$ cat config.mk
export PLATFORM = sky130hd
export DESIGN_NAME = decode_stage
export DESIGN_NICKNAME = d
export VERILOG_FILES = /design/src/rtl/decode_stage_pkg.sv /design/src/rtl/decode_stage_core.sv /design/src/rtl/decode_stage.sv
export SDC_FILE = /design/constraint.sdc
export NUM_CORES = 1
export LEC_CHECK = 0
export ABC_AREA = 1
export CORE_UTILIZATION = 50
export DETAILED_ROUTE_END_ITERATION = 7
export PLACE_DENSITY = 0.81
export SETUP_SLACK_MARGIN = 0.02
export SYNTH_ARGS = -nofsm -noshare
export SYNTH_HDL_FRONTEND = slang
export SYNTH_HIERARCHICAL = 1
export SYNTH_SLANG_ARGS = --single-unit
$ cat constraint.sdc
create_clock -name clk -period 2.86 [get_ports clk]
set_input_delay 0.572 -clock clk [delete_from_list [all_inputs] [get_ports clk]]
set_output_delay 0.572 -clock clk [all_outputs]
set_load 0.005 [all_outputs]
$ cat src/rtl/decode_stage_pkg.sv
// Shared types and constants for the decode stage: control bundle, opcode and
// funct fields, ALU operation codes (including M extension) and skid states.
package decode_stage_pkg;

  // Major opcodes
  localparam logic [6:0] OpcLui    = 7'b0110111;
  localparam logic [6:0] OpcAuipc  = 7'b0010111;
  localparam logic [6:0] OpcJal    = 7'b1101111;
  localparam logic [6:0] OpcJalr   = 7'b1100111;
  localparam logic [6:0] OpcBranch = 7'b1100011;
  localparam logic [6:0] OpcLoad   = 7'b0000011;
  localparam logic [6:0] OpcStore  = 7'b0100011;
  localparam logic [6:0] OpcOpImm  = 7'b0010011;
  localparam logic [6:0] OpcOp     = 7'b0110011;

  // funct3 values that need special handling
  localparam logic [2:0] F3AddSub = 3'b000;
  localparam logic [2:0] F3Sll    = 3'b001;
  localparam logic [2:0] F3Sr     = 3'b101;

  // funct7 values
  localparam logic [6:0] F7Base   = 7'b0000000;
  localparam logic [6:0] F7Alt    = 7'b0100000;
  localparam logic [6:0] F7MulDiv = 7'b0000001;

  typedef enum logic [4:0] {
    AluAdd, AluSub, AluSll, AluSlt, AluSltu, AluXor, AluSrl, AluSra, AluOr, AluAnd,
    AluMul, AluMulh, AluMulhsu, AluMulhu, AluDiv, AluDivu, AluRem, AluRemu
  } alu_op_e;

  typedef enum logic [1:0] {SrcaReg, SrcaPc, SrcaZero} alu_srca_e;
  typedef enum logic [0:0] {SrcbReg, SrcbImm} alu_srcb_e;
  typedef enum logic [2:0] {ImmNone, ImmI, ImmS, ImmB, ImmU, ImmJ} imm_sel_e;
  typedef enum logic [1:0] {WbAlu, WbMem, WbPc4} wb_sel_e;
  typedef enum logic [3:0] {
    BjNoop, BjBeq, BjBne, BjBlt, BjBge, BjBltu, BjBgeu, BjJal, BjJalr
  } bj_op_e;

  // All-zero value is the "nothing happens" bundle used for illegal entries
  typedef struct packed {
    alu_op_e   alu_op;
    alu_srca_e alu_srca;
    alu_srcb_e alu_srcb;
    imm_sel_e  imm_sel;
    logic      reg_we;
    wb_sel_e   wb_sel;
    logic      mem_d_re;
    logic      mem_d_we;
    logic [2:0] mem_size;
    bj_op_e    bj_op;
  } controlsgs_t;

  typedef enum logic [1:0] {StEmpty, StBusy, StFull} skid_state_e;

  // Base integer ALU op from funct3; alt selects SUB/SRA
  function automatic alu_op_e alu_base(input logic [2:0] f3, input logic alt);
    alu_op_e op;
    case (f3)
      3'b000:  op = alt ? AluSub : AluAdd;
      3'b001:  op = AluSll;
      3'b010:  op = AluSlt;
      3'b011:  op = AluSltu;
      3'b100:  op = AluXor;
      3'b101:  op = alt ? AluSra : AluSrl;
      3'b110:  op = AluOr;
      default: op = AluAnd;
    endcase
    return op;
  endfunction

  // M-extension ALU op from funct3
  function automatic alu_op_e alu_muldiv(input logic [2:0] f3);
    alu_op_e op;
    case (f3)
      3'b000:  op = AluMul;
      3'b001:  op = AluMulh;
      3'b010:  op = AluMulhsu;
      3'b011:  op = AluMulhu;
      3'b100:  op = AluDiv;
      3'b101:  op = AluDivu;
      3'b110:  op = AluRem;
      default: op = AluRemu;
    endcase
    return op;
  endfunction

endpackage

$ cat src/rtl/decode_stage_core.sv
// Combinational RV32I(M) decoder: raw instruction word to control bundle plus
// an illegal flag. Illegal words always produce the all-zero bundle.
module decode_core
  import decode_stage_pkg::*;
#(
  parameter bit RV32M  = 1'b0,
  parameter bit STRICT = 1'b1
) (
  input  logic [31:0]  instr,
  output controlsgs_t  ctrl,
  output logic         illegal
);

  logic [6:0] opcode;
  logic [2:0] funct3;
  logic [6:0] funct7;
  logic       unused_fields;

  assign opcode        = instr[6:0];
  assign funct3        = instr[14:12];
  assign funct7        = instr[31:25];
  // Register indices and immediates are extracted downstream from out_instr
  assign unused_fields = ^{instr[24:15], instr[11:7]};

  // Decode opcode/funct fields into control signals and legality
  always_comb begin
    ctrl    = '0;
    illegal = 1'b0;
    if (opcode[1:0] != 2'b11) begin
      illegal = 1'b1;
    end else begin
      case (opcode)
        OpcLui: begin
          ctrl.alu_srca = SrcaZero;
          ctrl.alu_srcb = SrcbImm;
          ctrl.imm_sel  = ImmU;
          ctrl.reg_we   = 1'b1;
        end
        OpcAuipc: begin
          ctrl.alu_srca = SrcaPc;
          ctrl.alu_srcb = SrcbImm;
          ctrl.imm_sel  = ImmU;
          ctrl.reg_we   = 1'b1;
        end
        OpcJal: begin
          ctrl.alu_srca = SrcaPc;
          ctrl.alu_srcb = SrcbImm;
          ctrl.imm_sel  = ImmJ;
          ctrl.reg_we   = 1'b1;
          ctrl.wb_sel   = WbPc4;
          ctrl.bj_op    = BjJal;
        end
        OpcJalr: begin
          ctrl.alu_srcb = SrcbImm;
          ctrl.imm_sel  = ImmI;
          ctrl.reg_we   = 1'b1;
          ctrl.wb_sel   = WbPc4;
          ctrl.bj_op    = BjJalr;
        end
        OpcBranch: begin
          // ALU forms the target; the compare is done by the branch unit
          ctrl.alu_srca = SrcaPc;
          ctrl.alu_srcb = SrcbImm;
          ctrl.imm_sel  = ImmB;
          case (funct3)
            3'b000:  ctrl.bj_op = BjBeq;
            3'b001:  ctrl.bj_op = BjBne;
            3'b100:  ctrl.bj_op = BjBlt;
            3'b101:  ctrl.bj_op = BjBge;
            3'b110:  ctrl.bj_op = BjBltu;
            3'b111:  ctrl.bj_op = BjBgeu;
            default: illegal = 1'b1;
          endcase
        end
        OpcLoad: begin
          ctrl.alu_srcb = SrcbImm;
          ctrl.imm_sel  = ImmI;
          ctrl.reg_we   = 1'b1;
          ctrl.wb_sel   = WbMem;
          ctrl.mem_d_re = 1'b1;
          ctrl.mem_size = funct3;
          if (!(funct3 inside {3'b000, 3'b001, 3'b010, 3'b100, 3'b101})) illegal = 1'b1;
        end
        OpcStore: begin
          ctrl.alu_srcb = SrcbImm;
          ctrl.imm_sel  = ImmS;
          ctrl.mem_d_we = 1'b1;
          ctrl.mem_size = funct3;
          if (!(funct3 inside {3'b000, 3'b001, 3'b010})) illegal = 1'b1;
        end
        OpcOpImm: begin
          ctrl.alu_srcb = SrcbImm;
          ctrl.imm_sel  = ImmI;
          ctrl.reg_we   = 1'b1;
          ctrl.alu_op   = alu_base(funct3, 1'b0);
          if (funct3 == F3Sll && funct7 != F7Base) illegal = 1'b1;
          if (funct3 == F3Sr) begin
            if (funct7 == F7Alt)        ctrl.alu_op = AluSra;
            else if (funct7 != F7Base)  illegal = 1'b1;
          end
        end
        OpcOp: begin
          ctrl.reg_we = 1'b1;
          if (funct7 == F7Base) begin
            ctrl.alu_op = alu_base(funct3, 1'b0);
          end else if (funct7 == F7Alt && (funct3 == F3AddSub || funct3 == F3Sr)) begin
            ctrl.alu_op = alu_base(funct3, 1'b1);
          end else if (funct7 == F7MulDiv) begin
            if (RV32M) ctrl.alu_op = alu_muldiv(funct3);
            else       illegal = 1'b1;
          end else if (STRICT) begin
            illegal = 1'b1;
          end else begin
            // Lenient mode: only funct7[5] is significant
            ctrl.alu_op = alu_base(funct3, funct7[5]);
          end
        end
        default: illegal = 1'b1;
      endcase
    end
    if (illegal) ctrl = '0;
  end

endmodule

$ cat src/rtl/decode_stage.sv
// Decode stage: decode_core followed by a two-entry skid buffer so that
// in_ready is a flop and never depends combinationally on out_ready.
module decode_stage
  import decode_stage_pkg::*;
#(
  parameter int unsigned XLEN   = 32,
  parameter bit          RV32M  = 1'b0,
  parameter bit          STRICT = 1'b1
) (
  input  logic            clk,
  input  logic            rst_n,
  input  logic            flush,
  input  logic            in_valid,
  output logic            in_ready,
  input  logic [31:0]     in_instr,
  input  logic [XLEN-1:0] in_pc,
  output logic            out_valid,
  input  logic            out_ready,
  output controlsgs_t     out_ctrl,
  output logic [XLEN-1:0] out_pc,
  output logic [31:0]     out_instr,
  output logic            out_illegal
);

  controlsgs_t     dec_ctrl;
  logic            dec_illegal;

  skid_state_e     state_q;
  logic            in_ready_q, out_valid_q;
  controlsgs_t     out_ctrl_q, skid_ctrl_q;
  logic [XLEN-1:0] out_pc_q, skid_pc_q;
  logic [31:0]     out_instr_q, skid_instr_q;
  logic            out_illegal_q, skid_illegal_q;

  logic            in_fire, out_fire;

  decode_core #(
    .RV32M  (RV32M),
    .STRICT (STRICT)
  ) u_core (
    .instr   (in_instr),
    .ctrl    (dec_ctrl),
    .illegal (dec_illegal)
  );

  assign in_fire  = in_valid & in_ready_q;
  assign out_fire = out_valid_q & out_ready;

  // Skid FSM with registered handshakes; data regs load only on their fire
  always_ff @(posedge clk or negedge rst_n) begin
    if (!rst_n) begin
      state_q        <= StEmpty;
      in_ready_q     <= 1'b1;
      out_valid_q    <= 1'b0;
      out_ctrl_q     <= '0;
      out_pc_q       <= '0;
      out_instr_q    <= '0;
      out_illegal_q  <= 1'b0;
      skid_ctrl_q    <= '0;
      skid_pc_q      <= '0;
      skid_instr_q   <= '0;
      skid_illegal_q <= 1'b0;
    end else if (flush) begin
      state_q     <= StEmpty;
      in_ready_q  <= 1'b1;
      out_valid_q <= 1'b0;
    end else begin
      unique case (state_q)
        StEmpty: begin
          if (in_fire) begin
            out_ctrl_q    <= dec_ctrl;
            out_pc_q      <= in_pc;
            out_instr_q   <= in_instr;
            out_illegal_q <= dec_illegal;
            out_valid_q   <= 1'b1;
            state_q       <= StBusy;
          end
        end
        StBusy: begin
          if (in_fire && out_fire) begin
            out_ctrl_q    <= dec_ctrl;
            out_pc_q      <= in_pc;
            out_instr_q   <= in_instr;
            out_illegal_q <= dec_illegal;
          end else if (in_fire) begin
            skid_ctrl_q    <= dec_ctrl;
            skid_pc_q      <= in_pc;
            skid_instr_q   <= in_instr;
            skid_illegal_q <= dec_illegal;
            in_ready_q     <= 1'b0;
            state_q        <= StFull;
          end else if (out_fire) begin
            out_valid_q <= 1'b0;
            state_q     <= StEmpty;
          end
        end
        StFull: begin
          if (out_fire) begin
            out_ctrl_q    <= skid_ctrl_q;
            out_pc_q      <= skid_pc_q;
            out_instr_q   <= skid_instr_q;
            out_illegal_q <= skid_illegal_q;
            in_ready_q    <= 1'b1;
            state_q       <= StBusy;
          end
        end
        default: begin
          in_ready_q  <= 1'b1;
          out_valid_q <= 1'b0;
          state_q     <= StEmpty;
        end
      endcase
    end
  end

  assign in_ready    = in_ready_q;
  assign out_valid   = out_valid_q;
  assign out_ctrl    = out_ctrl_q;
  assign out_pc      = out_pc_q;
  assign out_instr   = out_instr_q;
  assign out_illegal = out_illegal_q;

endmodule

==> out/results.ini, run 1 <==
[worst_setup_path]
worstRegToRegCells = 7
cp-endpoint = out_ctrl[9]$_DFFE_PN0P_
critPathKind = in -> reg
critPathArrivalTime_ps = 2680
worst-path-max-fanout = 12
crit_cells = 15
critPathBufInv = 4
worstReg2RegEnd = out_ctrl[17]$_DFFE_PN0P_
cpMostUsedCell = nand3_1
r2r-start = state_q[0]$_DFFE_PN0P_
cp-start-kind = input pin
critPathTopFamily = simple AND/OR/NAND/NOR gates
cpPeakStageDelay_ps = 510
cp-startpoint = in_instr[3]
cp_slowest_cell = clkdlybuf4s50_1
r2r_setup_slack_ps = 1070
setup.worst_path.end_class = register
crit_chain = clkdlybuf4s50_1 > inv_4 > nand2_2 > nor2_4 > inv_4 > nor2_1 > nand3_1 > nand3_1 > nor2_2 > inv_2 > nor2_2 > nand2_1 > o21ai_0 > nand3_1 > nand2_1
cp.required_ps = 3170

[clocking]
path_clk_slew_ps = 70
cts_root_buffer = clkbuf_16
cts_buffers = 17
cts-htree-levels = 4
cts_hold_buf = 0
cts_buffer_depth = 2
insertion_delay_ps = 430
cts_tree = built
postCtsSetupRepairBufs = 0
clkSinkCount = 180
post_cts_resized = 0

[final_layout]
final_cell_mix = 403 x nand2_1, 179 x dfrtp_1, 158 x o21ai_0, 157 x clkdlybuf4s50_1, 102 x nand3_1
n_fill_cell = 1430
syn_to_final_growth_pct = 26.6
antennaDiodeCount = 0
fin_nets = 1323
final_core_util_pct = 65.8
drive_above_1_share_pct = 7.58
seqCellArea_um2 = 4510
multi_input_area_um2 = 3400
layout_commonest_cell = nand2_1

[drt]
vias_per_cell = 5.10
totalWireLength_mm = 20.6
postRouteAntennaNets = 0
avgRoutedWirePerCell_um = 13.9
drc = 0
vias = 7587
first_pass_iters = 5
drt_iter0_drc = 496

[grt]
first_global_vias = 7246
antenna_found_initial = 0
grt_pass1_wl_mm = 34.8
grt-ovfl-total = 0
track_usage_pct = 24.3
grt_max_degree = 76

[placed_design]
gp_congestion = 0.878
port_buffers = 158
hpwlAfterDp_mm = 13.9
dp_slack_ps = 69.5

[hold_path]
hp-class = in -> async

[synth]
syn_avg_cell_area_um2 = 7.71
synth_cells = 1128
synth-seq-cells = 180
yosysWarnings = 6
netlist_area_um2 = 8700
synthesis.nets = 1197
ys_types = 26
ys_seq_area_share_pct = 51.8

[die]
ios = 159
die_area_um2 = 17900
start_util_pct = 51.9
fp.dieH_um = 134
design.core.area_um2 = 16800
fp.dieW_um = 134
num_rows = 47

[pwr]
vdd_drop_max_mv = 0.526
p_per_area_nw_per_um2 = 902
leakagePower_nw = 5.34

[timing]
finalSetupTns_ps = 0
worst_pin_slew_ps = 636
setup_viol = 0
finalCritPeriodShare_pct = 83.0
hold_violations = 0
whs_ps = 170
relSlewSlack_pct = 57.6
clock.fmax_ghz = 0.421
fin_ws_ps = 487
rsz0062_at_grt = false
slew_viol_final = 0
period_needed_ps = 2370
skew_ps = 7.53

[run]
maxCapViolCount = 0

[outcome]
run_status = finished clean

==> cell usage after synthesis <==
| master | n | area, µm² |
|---|---|---|
| a21oi_1 | 4 | 20.0 |
| buf_12 | 1 | 20.0 |
| buf_2 | 36 | 180 |
| buf_4 | 9 | 67.6 |
| buf_6 | 4 | 45.0 |
| clkbuf_1 | 21 | 78.8 |
| conb_1 | 1 | 3.75 |
| dfrtp_1 | 179 | 4480 |
| dfstp_2 | 1 | 26.3 |
| inv_1 | 101 | 379 |
| inv_2 | 10 | 37.5 |
| inv_4 | 2 | 12.5 |
| nand2_1 | 403 | 1510 |
| nand2_2 | 8 | 50.1 |
| nand3_1 | 102 | 510 |
| nand3_2 | 3 | 30.0 |
| nand4_2 | 1 | 12.5 |
| nor2_1 | 35 | 131 |
| nor2_2 | 10 | 62.6 |
| nor2_4 | 8 | 90.1 |
| nor3_1 | 1 | 5.00 |
| nor3b_1 | 1 | 7.51 |
| o211ai_1 | 1 | 7.51 |
| o21ai_0 | 158 | 791 |
| o21ai_1 | 27 | 135 |
| o22ai_1 | 1 | 6.26 |
==> report_power, final <==
group / switching [mW] / internal (mW) / total, mW / leakage [nW]
clock network: 0.992 / 1.23 / 2.22 / 0.275
registers: 0.473 / 3.68 / 4.15 / 2.26
logic: 1.90 / 1.67 / 3.57 / 2.80
total: 3.37 / 6.58 / 9.95 / 5.34
==> flip-flops by register name, summed over array words and instances (netlist names) <==
name            cells
skid_ctrl_q        23
out_valid           1
out_illegal         1
skid_illegal_q      1
state_q             2
in_ready            1
out_instr          32
out_ctrl           23
out_pc             32
skid_instr_q       32
skid_pc_q          32
==> cell families (layout without fill, tap and decap cells) <==
kind of cell,after synthesis,after routing,synth area share (%)
other cells,1,1,0.0431
flops,180,180,51.8
simple gates,572,572,27.7
buf+inv,184,323,9.43
compound gates,191,191,11.0
==> metal layers <==
layer  vias up  share of wire, %  track usage (%)
met5         -                 0                0
met2       198                47             39.5
met4         0               1.5             7.26
li1       3801                 -                -
met3        20               6.7             5.03
met1      3568                45             32.7
==> metrics by stage <==
step	std cells	cell area [µm²]	power (mW)
after detailed placement	1455	10500	7.78
after CTS	1487	11000	10.0
final	1487	11000	9.95
after global placement	1455	10500	7.63
after floorplan	1128	8700	6.01
after global routing	1487	11000	10.7
==> layout make-up <==
cell class | instances | area share, %
inverter | 113 | 3.89
clock inverter | 10 | 0.658
tap | 220 | 2.50
multi-input combinational | 764 | 30.8
clock buffer | 22 | 4.48
sequential | 180 | 40.9
timing repair buffer | 178 | 16.8
==> worst min-delay path by stage <==
stage,depth (start not counted),startpoint,to,slack [ps]
after floorplan,0,rst_n,out_ctrl[0]$_DFFE_PN0P_,280
after global placement,2,out_instr[13]$_DFFE_PN0P_,out_instr[13]$_DFFE_PN0P_,450
after detailed placement,2,out_instr[21]$_DFFE_PN0P_,out_instr[21]$_DFFE_PN0P_,460
after CTS,1,rst_n,out_pc[8]$_DFFE_PN0P_,190
after global routing,1,rst_n,out_pc[10]$_DFFE_PN0P_,200
final,1,rst_n,out_pc[10]$_DFFE_PN0P_,170
Power figures use the tool's default switching activity.
==> inputs of run 2 (changes only) <==
--- a/config.mk
+++ b/config.mk
@@ -6,7 +6,7 @@
 export NUM_CORES = 1
 export LEC_CHECK = 0
 export ABC_AREA = 1
-export CORE_UTILIZATION = 50
+export CORE_UTILIZATION = 48
 export DETAILED_ROUTE_END_ITERATION = 7
 export PLACE_DENSITY = 0.81
 export SETUP_SLACK_MARGIN = 0.02
==> constraint.sdc (replaced) <==
create_clock -name clk -period 1.9 [get_ports clk]
set_input_delay 0.38 -clock clk [delete_from_list [all_inputs] [get_ports clk]]
set_output_delay 0.38 -clock clk [all_outputs]
set_load 0.005 [all_outputs]
==> run 2 against run 1 <==
Against the previous run:
- setup slack got worse by 380 ps
- die area increased by 4.1%
- core utilization increased by 1.8 points
- largest power group unchanged
- clock skew increased by 0.61 ps
- flip-flop and latch count unchanged
- cell count increased by 5.2%
- via count increased by 4.4%
- sequential share of layout area decreased by 2.7 points
==> out/results.ini, run 2 (synthesis gave the netlist of run 1 again) <==
[final_layout]
final_cell_mix = 398 x nand2_1, 179 x dfrtp_1, 154 x o21ai_0, 139 x clkdlybuf4s50_1, 101 x inv_1
fin_nets = 1392
final_core_util_pct = 67.6
layout_commonest_cell = nand2_1
syn_to_final_growth_pct = 35.7
drive_above_1_share_pct = 13.6

[die]
die_area_um2 = 18700
fp.dieW_um = 137
ios = 159
start_util_pct = 49.8
design.core.area_um2 = 17500
num_rows = 48
fp.dieH_um = 137

[pwr]
p_per_area_nw_per_um2 = 1290
leakagePower_nw = 5.82
vdd_drop_max_mv = 0.724

[timing]
hold_violations = 0
whs_ps = 303
finalCritPeriodShare_pct = 94.2
skew_ps = 8.15
setup_viol = 0
period_needed_ps = 1790
slew_viol_final = 0
clock.fmax_ghz = 0.559

[drt]
vias_per_cell = 5.06
vias = 7919
drc = 0
drt_iter0_drc = 457
totalWireLength_mm = 21.7
first_pass_iters = 5
avgRoutedWirePerCell_um = 13.9
postRouteAntennaNets = 0

[worst_setup_path]
critPathArrivalTime_ps = 2110
cp-start-kind = input pin
critPathTopFamily = buffers and inverters
r2r_setup_slack_ps = 300
critPathBufInv = 9
setup.worst_path.end_class = register
worst-path-max-fanout = 3
cpMostUsedCell = buf_4
worstReg2RegEnd = skid_ctrl_q[2]$_DFFE_PN0P_
cp_slowest_cell = dlygate4sd2_1
r2r-start = in_ready$_DFFE_PN1P_
cpPeakStageDelay_ps = 260
worstRegToRegCells = 8
cp.required_ps = 2220
crit_chain = dlygate4sd2_1 > nand2_2 > inv_2 > nand3_2 > nor2_2 > buf_4 > buf_4 > buf_4 > buf_4 > buf_4 > buf_4 > buf_4 > nand2_1 > o21ai_0 > nand3_1 > nand2_1
critPathKind = in -> reg

[hold_path]
hold_start = in_instr[2]
hp-class = in -> reg
hold_path_end = skid_instr_q[2]$_DFFE_PN0P_
hold_depth = 3

[run]
maxCapViolCount = 0

[clocking]
cts_buffer_depth = 2
path_clk_slew_ps = 70
cts_root_buffer = clkbuf_16
clkSinkCount = 180
cts_buffers = 17
cts-htree-levels = 4
insertion_delay_ps = 430
cts_tree = built

[outcome]
run_status = finished clean

[grt]
first_global_vias = 7392
grt-ovfl-total = 0
antenna_found_initial = 3
grt_pass1_wl_mm = 35.9
grt_max_degree = 69
track_usage_pct = 24.4

[placed_design]
gp_congestion = 0.889
port_buffers = 158
hpwlAfterDp_mm = 14.6

run 2: cell types whose count changed in the layout (fill, tap and decap cells not counted), moves of 5 or more:
cell             change
nor2_1              -11
nor2_4               +9
nand2_1              -5
buf_4               +55
dlymetal6s2s_1      +10
clkdlybuf4s50_1     -18
buf_12              +12
run 2: timing repair:
action,4_1_cts,5_1_grt
hold buffers,1,0
pin swaps,12,12
setup endpoints to repair,19,34
gates resized for setup,26,33
endpoints found under the hold margin,36,0
buffers inserted,7,1
run 2: layout make-up:
type                            instances  area [µm²]
Tap cell                              225         282
Sequential cell                       180        4510
Inverter                              113         429
Fill cell                            1386        5670
Clock buffer                           22         454
Antenna cell                            3        7.51
Multi-Input combinational cell        764        3500
Timing Repair Buffer                  247        2530
Clock inverter                         10         100
run 2: metal layers:
layer	routed length, µm	share of wire [%]	track usage (%)	vias to the layer above
met5	0	0	0	-
met4	294	1.4	7.28	0
met3	1390	6.4	4.85	22
met2	10300	47	39.8	234
met1	9750	45	33.0	3713
li1	-	-	-	3950
run 2: tightest hold or removal path, cell delays in order:
cell      delay, ps
clkbuf_2        150
nand2_1          90
o21ai_1          60
run 2: worst max path at each step:
| stage | from | end | slack (ps) | cells after the start |
|---|---|---|---|---|
| 6_report | in_instr[0] | out_ctrl[17]$_DFFE_PN0P_ | 110 | 16 |
| 5_1_grt | in_instr[3] | out_ctrl[19]$_DFFE_PN0P_ | -30 | 15 |
| 4_1_cts | in_instr[25] | out_ctrl[20]$_DFFE_PN0P_ | 10 | 15 |
| 3_5_place_dp | in_instr[2] | out_ctrl[20]$_DFFE_PN0P_ | -540 | 15 |
| 3_3_place_gp | in_instr[2] | out_ctrl[20]$_DFFE_PN0P_ | -510 | 15 |
| 2_1_floorplan | in_instr[14] | out_ctrl[9]$_DFFE_PN0P_ | 50 | 16 |
run 2: metrics by stage:
step           setup TNS [ps]  setup WS, ps  std cells  cell area, µm²  total power [mW]
6_report                    0           110       1564           11800              15.3
5_1_grt                 -60.3         -27.6       1564           11800              16.4
4_1_cts                     0          9.58       1560           11700              15.4
3_5_place_dp           -16840          -540       1520           11100              12.0
3_3_place_gp           -13960          -511       1520           11100              11.8
2_1_floorplan               0          53.1       1128            8700              9.04
run 2: where the power goes:
part / internal, mW / switching, mW / leakage (nW)
combinational: 2.75 / 2.96 / 3.30
clock: 1.85 / 1.50 / 0.257
sequential: 5.53 / 0.692 / 2.26
total: 10.1 / 5.16 / 5.82
==> inputs of run 3 (changes only) <==
--- a/config.mk
+++ b/config.mk
@@ -6,9 +6,9 @@
 export NUM_CORES = 1
 export LEC_CHECK = 0
 export ABC_AREA = 1
-export CORE_UTILIZATION = 48
+export CORE_UTILIZATION = 30
 export DETAILED_ROUTE_END_ITERATION = 7
-export PLACE_DENSITY = 0.81
+export PLACE_DENSITY = 0.55
 export SETUP_SLACK_MARGIN = 0.02
 export SYNTH_ARGS = -nofsm -noshare
 export SYNTH_HDL_FRONTEND = slang
==> constraint.sdc (replaced) <==
create_clock -name clk -period 2.2 [get_ports clk]
set_input_delay 0.44 -clock clk [delete_from_list [all_inputs] [get_ports clk]]
set_output_delay 0.44 -clock clk [all_outputs]
set_load 0.005 [all_outputs]
==> run 3 against run 2 <==
Against the previous run:
- power down 11%
- critical path depth fell by 1
- sequential share of layout area hardly changed
==> out/results.ini, run 3 (synthesis gave the netlist of run 1 again) <==
[hold_path]
hp-class = in -> reg

[pwr]
vdd_drop_max_mv = 0.533
total_power_mw = 13.6
leakagePower_nw = 5.70
p_per_area_nw_per_um2 = 1150

[clocking]
cts-htree-levels = 4
cts_root_buffer = clkbuf_16
cts_buffers = 17
clkSinkCount = 180
cts_tree = built
postCtsSetupRepairBufs = 0
cts_buffer_depth = 2
path_clk_slew_ps = 70
insertion_delay_ps = 430

[timing]
finalSetupTns_ps = 0
period_needed_ps = 2060
setup_viol = 0
finalCritPeriodShare_pct = 93.5
slew_viol_final = 0
hold_violations = 0
skew_ps = 11.6
clock.fmax_ghz = 0.486
rsz0062_at_grt = true
fin_ws_ps = 143

[drt]
vias_per_cell = 4.49
avgRoutedWirePerCell_um = 13.6
first_pass_iters = 5
postRouteAntennaNets = 0
vias = 7625
drt_iter0_drc = 472
drc = 0
totalWireLength_mm = 23.0

[final_layout]
drive_above_1_share_pct = 11.7
fin_nets = 1374
syn_to_final_growth_pct = 35.8
final_cell_mix = 402 x nand2_1, 179 x dfrtp_1, 157 x o21ai_0, 152 x clkdlybuf4s50_1, 102 x nand3_1
layout_commonest_cell = nand2_1
final_core_util_pct = 41.9

[die]
die_area_um2 = 29700
num_rows = 61
design.core.area_um2 = 28200
fp.dieW_um = 172
ios = 159
fp.dieH_um = 172
start_util_pct = 30.9

[outcome]
run_status = finished clean

[placed_design]
gp_congestion = 0.843
dp_slack_ps = -360
hpwlAfterDp_mm = 15.4
port_buffers = 158

[grt]
track_usage_pct = 16.3
grt_max_degree = 65
grt-ovfl-total = 0
first_global_vias = 7219
antenna_found_initial = 2
grt_pass1_wl_mm = 37.9

[worst_setup_path]
r2r_setup_slack_ps = 540
critPathKind = in -> reg
cp.required_ps = 2560
critPathArrivalTime_ps = 2420
worst-path-max-fanout = 12
cp-start-kind = input pin
setup.worst_path.end_class = register

[run]
maxCapViolCount = 0

[run 3: report_power, final]
| part | switching (mW) | total (mW) | internal [mW] | leakage, nW |
|---|---|---|---|---|
| Combinational | 2.54 | 4.86 | 2.32 | 3.12 |
| Clock | 1.39 | 3.38 | 1.99 | 0.319 |
| Sequential | 0.594 | 5.37 | 4.77 | 2.26 |
[run 3: per-stage QoR]
stage          std cells  hold slack (ps)  instance area, µm²
3_3_place_gp        1663              432               11100
4_1_cts             1696              475               11800
3_5_place_dp        1663              431               11100
6_report            1697              388               11800
5_1_grt             1697              386               11800
2_1_floorplan       1128              144                8700
[run 3: final timing paths]
kind                                          startpoint                           to  cells past startpoint
worst max-delay path                         in_instr[1]      out_ctrl[4]$_DFFE_PN0P_                     15
worst min-delay path                         in_instr[5]  skid_instr_q[5]$_DFFE_PN0P_                      3
worst max register to register      in_ready$_DFFE_PN1P_  skid_instr_q[3]$_DFFE_PN0P_                      7
worst min register to register  out_ctrl[13]$_DFFE_PN0P_     out_ctrl[13]$_DFFE_PN0P_                      2
max in group asynchronous                          rst_n     out_ctrl[22]$_DFFE_PN0P_                      3
min in group asynchronous                          rst_n       out_pc[10]$_DFFE_PN0P_                      2
[run 3: what timing repair did]
action                                  4_1_cts  5_1_grt
resized for setup                             0       15
endpoints found under the setup margin        0       20
hold buffers                                  1        0
hold endpoints to repair                     43        0
[run 3: metal layers]
layer  part of all wire [%]  global-route usage, %
met1                     49                   22.1
met2                     44                   26.2
met3                    5.4                   4.01
met4                   0.76                   3.66
met5                  0.056                      0
[run 3: worst max-delay path: stages]
cell and delay, ps:
clkdlybuf4s50_1 500, nand2_2 110, inv_2 80, nand3_2 70
nor2_2 130, nor2_1 80, nand2_1 90, nor2_1 50
nor2_2 180, inv_2 190, nor2_1 190, nand2_1 70
o21ai_0 70, nand3_1 90, nand2_1 80
[run 3: final cells by class]
cell class | count | area (µm²)
well taps | 378 | 473
clock buffers | 19 | 453
inverters | 113 | 429
clock inverters | 13 | 195
repair buffers | 229 | 2330
flip-flops and latches | 180 | 4510
multi-input cells | 764 | 3420
diodes | 1 | 2.50
fillers | 2820 | 16300
==> RTL change 1: new RTL, config.mk and constraints of run 1 <==
`STRICT` is set to 1'b1 in 2 places; all go to 1'b0.
--- a/src/rtl/decode_stage_core.sv
+++ b/src/rtl/decode_stage_core.sv
@@ -4,7 +4,7 @@
   import decode_stage_pkg::*;
 #(
   parameter bit RV32M  = 1'b0,
-  parameter bit STRICT = 1'b1
+  parameter bit STRICT = 1'b0
 ) (
   input  logic [31:0]  instr,
   output controlsgs_t  ctrl,
--- a/src/rtl/decode_stage.sv
+++ b/src/rtl/decode_stage.sv
@@ -5,7 +5,7 @@
 #(
   parameter int unsigned XLEN   = 32,
   parameter bit          RV32M  = 1'b0,
-  parameter bit          STRICT = 1'b1
+  parameter bit          STRICT = 1'b0
 ) (
   input  logic            clk,
   input  logic            rst_n,
Formal check against the unedited RTL: not equivalent (Yosys sat finds a counterexample within 4 cycles, from zero or initial values and one cycle with rst_n low).
==> RTL change 1 against run 1 <==
Via count fell by 0.22%; final cell count fell by 0.67%; sequential cell count did not move; clock skew rose by 0.0036 ns; setup slack improved by 0.063 ns; area after synthesis fell by 0.32%; total power barely moved; routed wire length rose by 0.27%; utilization fell by 0.57 points; cell area fell by 0.87%.
==> RTL change 1: results (changes against run 1) <==
- The flow ran to the end, and the final reports show no timing, DRC or antenna violations.
- The net switching power is 3360 uW (-0.32%).
- The routed length on met1 came to 9540 um (+3.0%).
- The number of nets at the end of the flow was 1,314 (-0.68%).
- The wire length on met2 was 9730 um (+0.57%).
- The fraction of met2 tracks used by global routing came to 0.402 (+0.00662).
- The count of distinct cell types in the synthesized netlist is 29 (+12%).
- The count of placed standard cells including taps came to 1,446 (-0.62%).
- The clock-cell share of area is 0.0515 (+0.000110).
- The sequential share of cell area was 0.412 (+0.00361).
- The maximum cell stage delay along the critical path is 0.71 ns (+0.20 ns).
- The first-pass GRT wire length was 35,400 um (+1.7%).
- The post-detailed-placement half-perimeter wirelength is 13,400 um (-4.2%).
- The mean post-synth cell area is 7.72 um2 (about the same).
- The number of diodes added for antenna fixing is 0 (unchanged).
- The maximum number of pins on one net before global-route repair was 107 (+41%).
- The count of filler cells inserted in the layout is 1,496 (+4.6%).
- The count of multi-input gates is 760 (-0.52%).
- The total via count in the routed design is 7,570 (-0.22%).
- The portion of the post-synthesis area used by sequential elements came to 0.519 (+0.00164).
- The initial DRC count was 474 (-4.4%).
- The detailed route wirelength on metal3 is 1170 um (-16%).
- The average routed wire per standard cell is 14.0 um (+0.95%).
- The fraction of the core area covered by cells at the end of the flow is 0.652 (-0.00575).
- The final-report setup violation count is 0 (unchanged).
- The layout cell share with drive strength beyond 1 came to 0.0668 (-0.00894).
- The first-pass detailed-route iteration total is 4 (-1).
- The post-layout instance count excluding filler cells is 1,477 (-0.67%).
- The via count of the first global-routing pass was 7,267 (+0.29%).
- The cell area reported after detailed placement is 10,400 um2 (-0.89%).
- The net count of the mapped netlist is 1,193 (-0.33%).
- The area of the die is 17,900 um2 (-0.31%).
- Ranked by instance count, the synthesized netlist is headed by nand2_1, dfrtp_1, o21ai_0.
- The maximum VDD drop came to 0.488 mV (-7.2%).
- The layout buffer count excluding clock buffers came to 172 (-3.4%).
- The non-clock buffer area fraction after layout is 0.161 (-0.00631).
- The met3 layer usage reported by global route came to 0.0578 (+0.00757).
- The met1 track utilization from global routing was 0.331 (+0.00483).
- The static power due to leakage was 0.00531 uW (-0.53%).
- By area the synthesized netlist is led by dfrtp_1, nand2_1, o21ai_0, nand3_1, inv_1.
- The transition at the pin with the smallest max-transition slack is 0.752 ns (+0.116 ns).
- The power consumed by sequential cells is 4140 uW (about the same).
- The area used by multi-input combinational logic was 3390 um2 (-0.18%).
- The final weighted congestion in routability-driven placement was 0.851 (-3.1%).
- The pre-CTS setup slack is 0.156 ns (+0.0868 ns).
- The worst setup skew after layout is 0.0112 ns (+0.00365 ns).
- The number of ordinary inverters in the final layout is 114 (+0.88%).
- Broken down by cell family, the worst path's largest delay share belongs to buffers and inverters.
- The combinational power came to 3560 uW (about the same).
- The global-route usage over all layers was 0.247 (+0.00486).
[RTL change 1: cell types whose count changed after synthesis, sizes merged, moves of 2 or more]
cell / before / now
o211a: 0 / 2
a21oi: 4 / 1
nor3: 1 / 5
nand4: 1 / 5
o21ai: 185 / 183
nor2: 53 / 41
[RTL change 1: cell families (layout without fill, tap and decap cells)]
logic type | count (synthesis) | in the layout | synth area share
flip-flops | 180 | 180 | 0.519
buffers and inverters | 184 | 317 | 0.0922
AO/OA/AOI/OAI | 190 | 190 | 0.112
AND/OR/NAND/NOR | 569 | 569 | 0.276
other | 1 | 1 | 0.000432
[RTL change 1: final timing paths]
check                             from                to  slack, ns  cells past startpoint
min in group clk            out_pc[31]        out_pc[31]       0.47                      2
min reg2reg                 out_pc[31]        out_pc[31]       0.47                      2
min                              rst_n         out_pc[6]       0.06                      1
max reg2reg                 state_q[0]        out_pc[26]       0.88                      7
max                        in_instr[5]       out_ctrl[9]       0.55                     14
max in group asynchronous        rst_n  skid_instr_q[26]       2.04                      2
==> RTL change 2: new RTL, flow settings as in run 1 <==
Without the edit above. Make the reset (`rst_n`) synchronous in one clocked block.
--- a/src/rtl/decode_stage.sv
+++ b/src/rtl/decode_stage.sv
@@ -47,7 +47,7 @@
   assign out_fire = out_valid_q & out_ready;
 
   // Skid FSM with registered handshakes; data regs load only on their fire
-  always_ff @(posedge clk or negedge rst_n) begin
+  always_ff @(posedge clk) begin
     if (!rst_n) begin
       state_q        <= StEmpty;
       in_ready_q     <= 1'b1;
Check against the original RTL: not equivalent (a bounded check fails within 4 cycles, from zero or initial values and one cycle with rst_n low; the reset may be asserted at any time).
==> RTL change 2 against run 1 <==
Routed wire length is 2.7% higher; utilization is 1.5 points lower; sequential cell count stayed put; register-to-register slack worse by 0.07 ns; setup slack worse by 0.0041 ns; cell area is 0.89% higher; area after synthesis is 1.7% higher; highest routed layer unchanged.
Power is not compared: it rests on default switching activity, and its combinational part moved more than twofold at a synthesized area within 25%.
==> RTL change 2: results (changes against run 1) <==
- The post-CTS setup-driven buffer insertion count is 0 (unchanged).
- The launching point of the worst reg2reg path is state_q[1].
- By count the netlist is led by nand2_1, nor2_1, inv_1.
- The multi-input gate share of the layout cell area is 0.365 (+0.0565).
- The end of the worst register-to-register path is out_ctrl[20].
- The count of filler cells inserted in the layout is 1,615 (+13%).
- The via count of the first global-routing pass is 7,386 (+1.9%).
- The setup slack of the worst register-to-register path came to 1.00 ns (-0.07 ns).
- The clock-cell share of area is 0.0490 (-0.00248).
- The top cell type by total area after synthesis is dfxtp_1.
- The global-route usage over all layers is 0.233 (-0.00921).
- The post-detailed-placement half-perimeter wirelength is 13,500 um (-3.1%).
- The non-clock buffer area fraction after layout is 0.168 (about the same).
- The share of synthesized cell area in full adder, half adder and majority cells was 0 (unchanged).
- The cell count of the worst reg-to-reg path was 9 (+2).
- By area the synthesized netlist is led by dfxtp_1, nand2_1, nor2_1, inv_1, nand3_1.
- The worst setup skew after layout came to 0.00810 ns (+0.000569 ns).
- The final weighted congestion in routability-driven placement is 0.895 (+1.9%).
- The wire length after detailed routing is 21,200 um (+2.7%).
- The cell family contributing the most delay on the critical path is buffers and inverters.
- The number of ordinary inverters in the final layout is 204 (+81%).
- The arrival time at the worst endpoint came to 2.73 ns (+0.05 ns).
- The first-pass GRT wire length is 34,500 um (-0.79%).
- The total via count in the routed design is 8,555 (+13%).
- The complex-gate fraction of the synthesized area is 0.110 (about the same).
- The maximum cell stage delay along the critical path is 0.63 ns (+0.12 ns).
- The layout cell share with drive strength beyond 1 is 0.0632 (-0.0125).
- The portion of the post-synthesis area used by sequential elements is 0.407 (-0.111).
- The count of distinct cell types in the synthesized netlist is 27 (+3.8%).
- The tightest slew margin relative to the limit is 0.541 (-0.0355).
- The net count of the mapped netlist is 1,481 (+24%).
- The flow ran to the end, and the final reports show no timing, DRC or antenna violations.
- The worst hold margin is 0.443 ns (+0.273 ns).
- The layout buffer count excluding clock buffers is 181 (+1.7%).
- The class of the most critical hold timing path is reg -> reg.
- The post-synthesis async set-or-reset flop share came to 0 (-1.00).
- The clock buffer instance count of the final layout is 17 (-23%).
- The maximum number of pins on one net before global-route repair came to 89 (+17%).
- The initial DRC count was 533 (+7.5%).
- The number of nets at the end of the flow was 1,590 (+20%).
- The sequential standard cell area was 3600 um2 (-20%).
- The clock input transition at the sequential cells of the worst setup and hold paths came to 0.07 ns (about the same).
- The count of multi-input gates is 937 (+23%).
RTL change 2: cell count changes after synthesis, moves of 6 or more:
cell	change
inv_1	+91
buf_1	+12
nor2_1	+176
buf_2	-6
clkbuf_1	+16
a21oi_1	+91
dfxtp_1	+180
dfrtp_1	-179
o21ai_1	-24
o21ai_0	-64
RTL change 2: per-layer routing:
layer / part of all wire / track usage / vias to the layer above
li1: - / - / 4508
met1: 0.46 / 0.303 / 3793
met2: 0.46 / 0.387 / 231
met3: 0.062 / 0.0503 / 23
met4: 0.013 / 0.0705 / 0
met5: 0 / 0 / -
RTL change 2: where the power goes:
group | internal [uW] | total (uW) | leakage (uW) | switching (uW)
combinational | 446 | 902 | 0.00323 | 456
sequential | 2640 | 2710 | 0.00147 | 70.0
clock | 1130 | 2190 | 0.000264 | 1050
total | 4220 | 5800 | 0.00497 | 1580
RTL change 2: through the flow:
step / std cells / power [uW] / instance area, um2 / setup WS, ns
after floorplan: 1412 / 3250 / 8850 / 0.766
after global placement: 1727 / 3660 / 10600 / 0.124
after detailed placement: 1727 / 3670 / 10600 / 0.0673
after CTS: 1759 / 5870 / 11100 / 0.505
after global routing: 1759 / 6080 / 11100 / 0.232
final: 1759 / 5800 / 11100 / 0.483
RTL change 2: how the worst max path moves through the flow:
stage | slack (ns) | endpoint | depth (start not counted) | start
floorplan | 0.77 | out_ctrl[9] | 18 | in_instr[14]
global placement | 0.12 | out_ctrl[8] | 17 | in_instr[13]
detailed placement | 0.07 | out_ctrl[18] | 17 | in_instr[13]
CTS | 0.50 | out_ctrl[18] | 17 | in_instr[13]
global route | 0.23 | out_ctrl[18] | 17 | in_instr[31]
finish | 0.48 | out_ctrl[18] | 17 | in_instr[13]
RTL change 2: cells by family after synthesis:
logic type      after synthesis
simple gates                742
buf+inv                     295
compound gates              194
flops                       180
other cells                   1
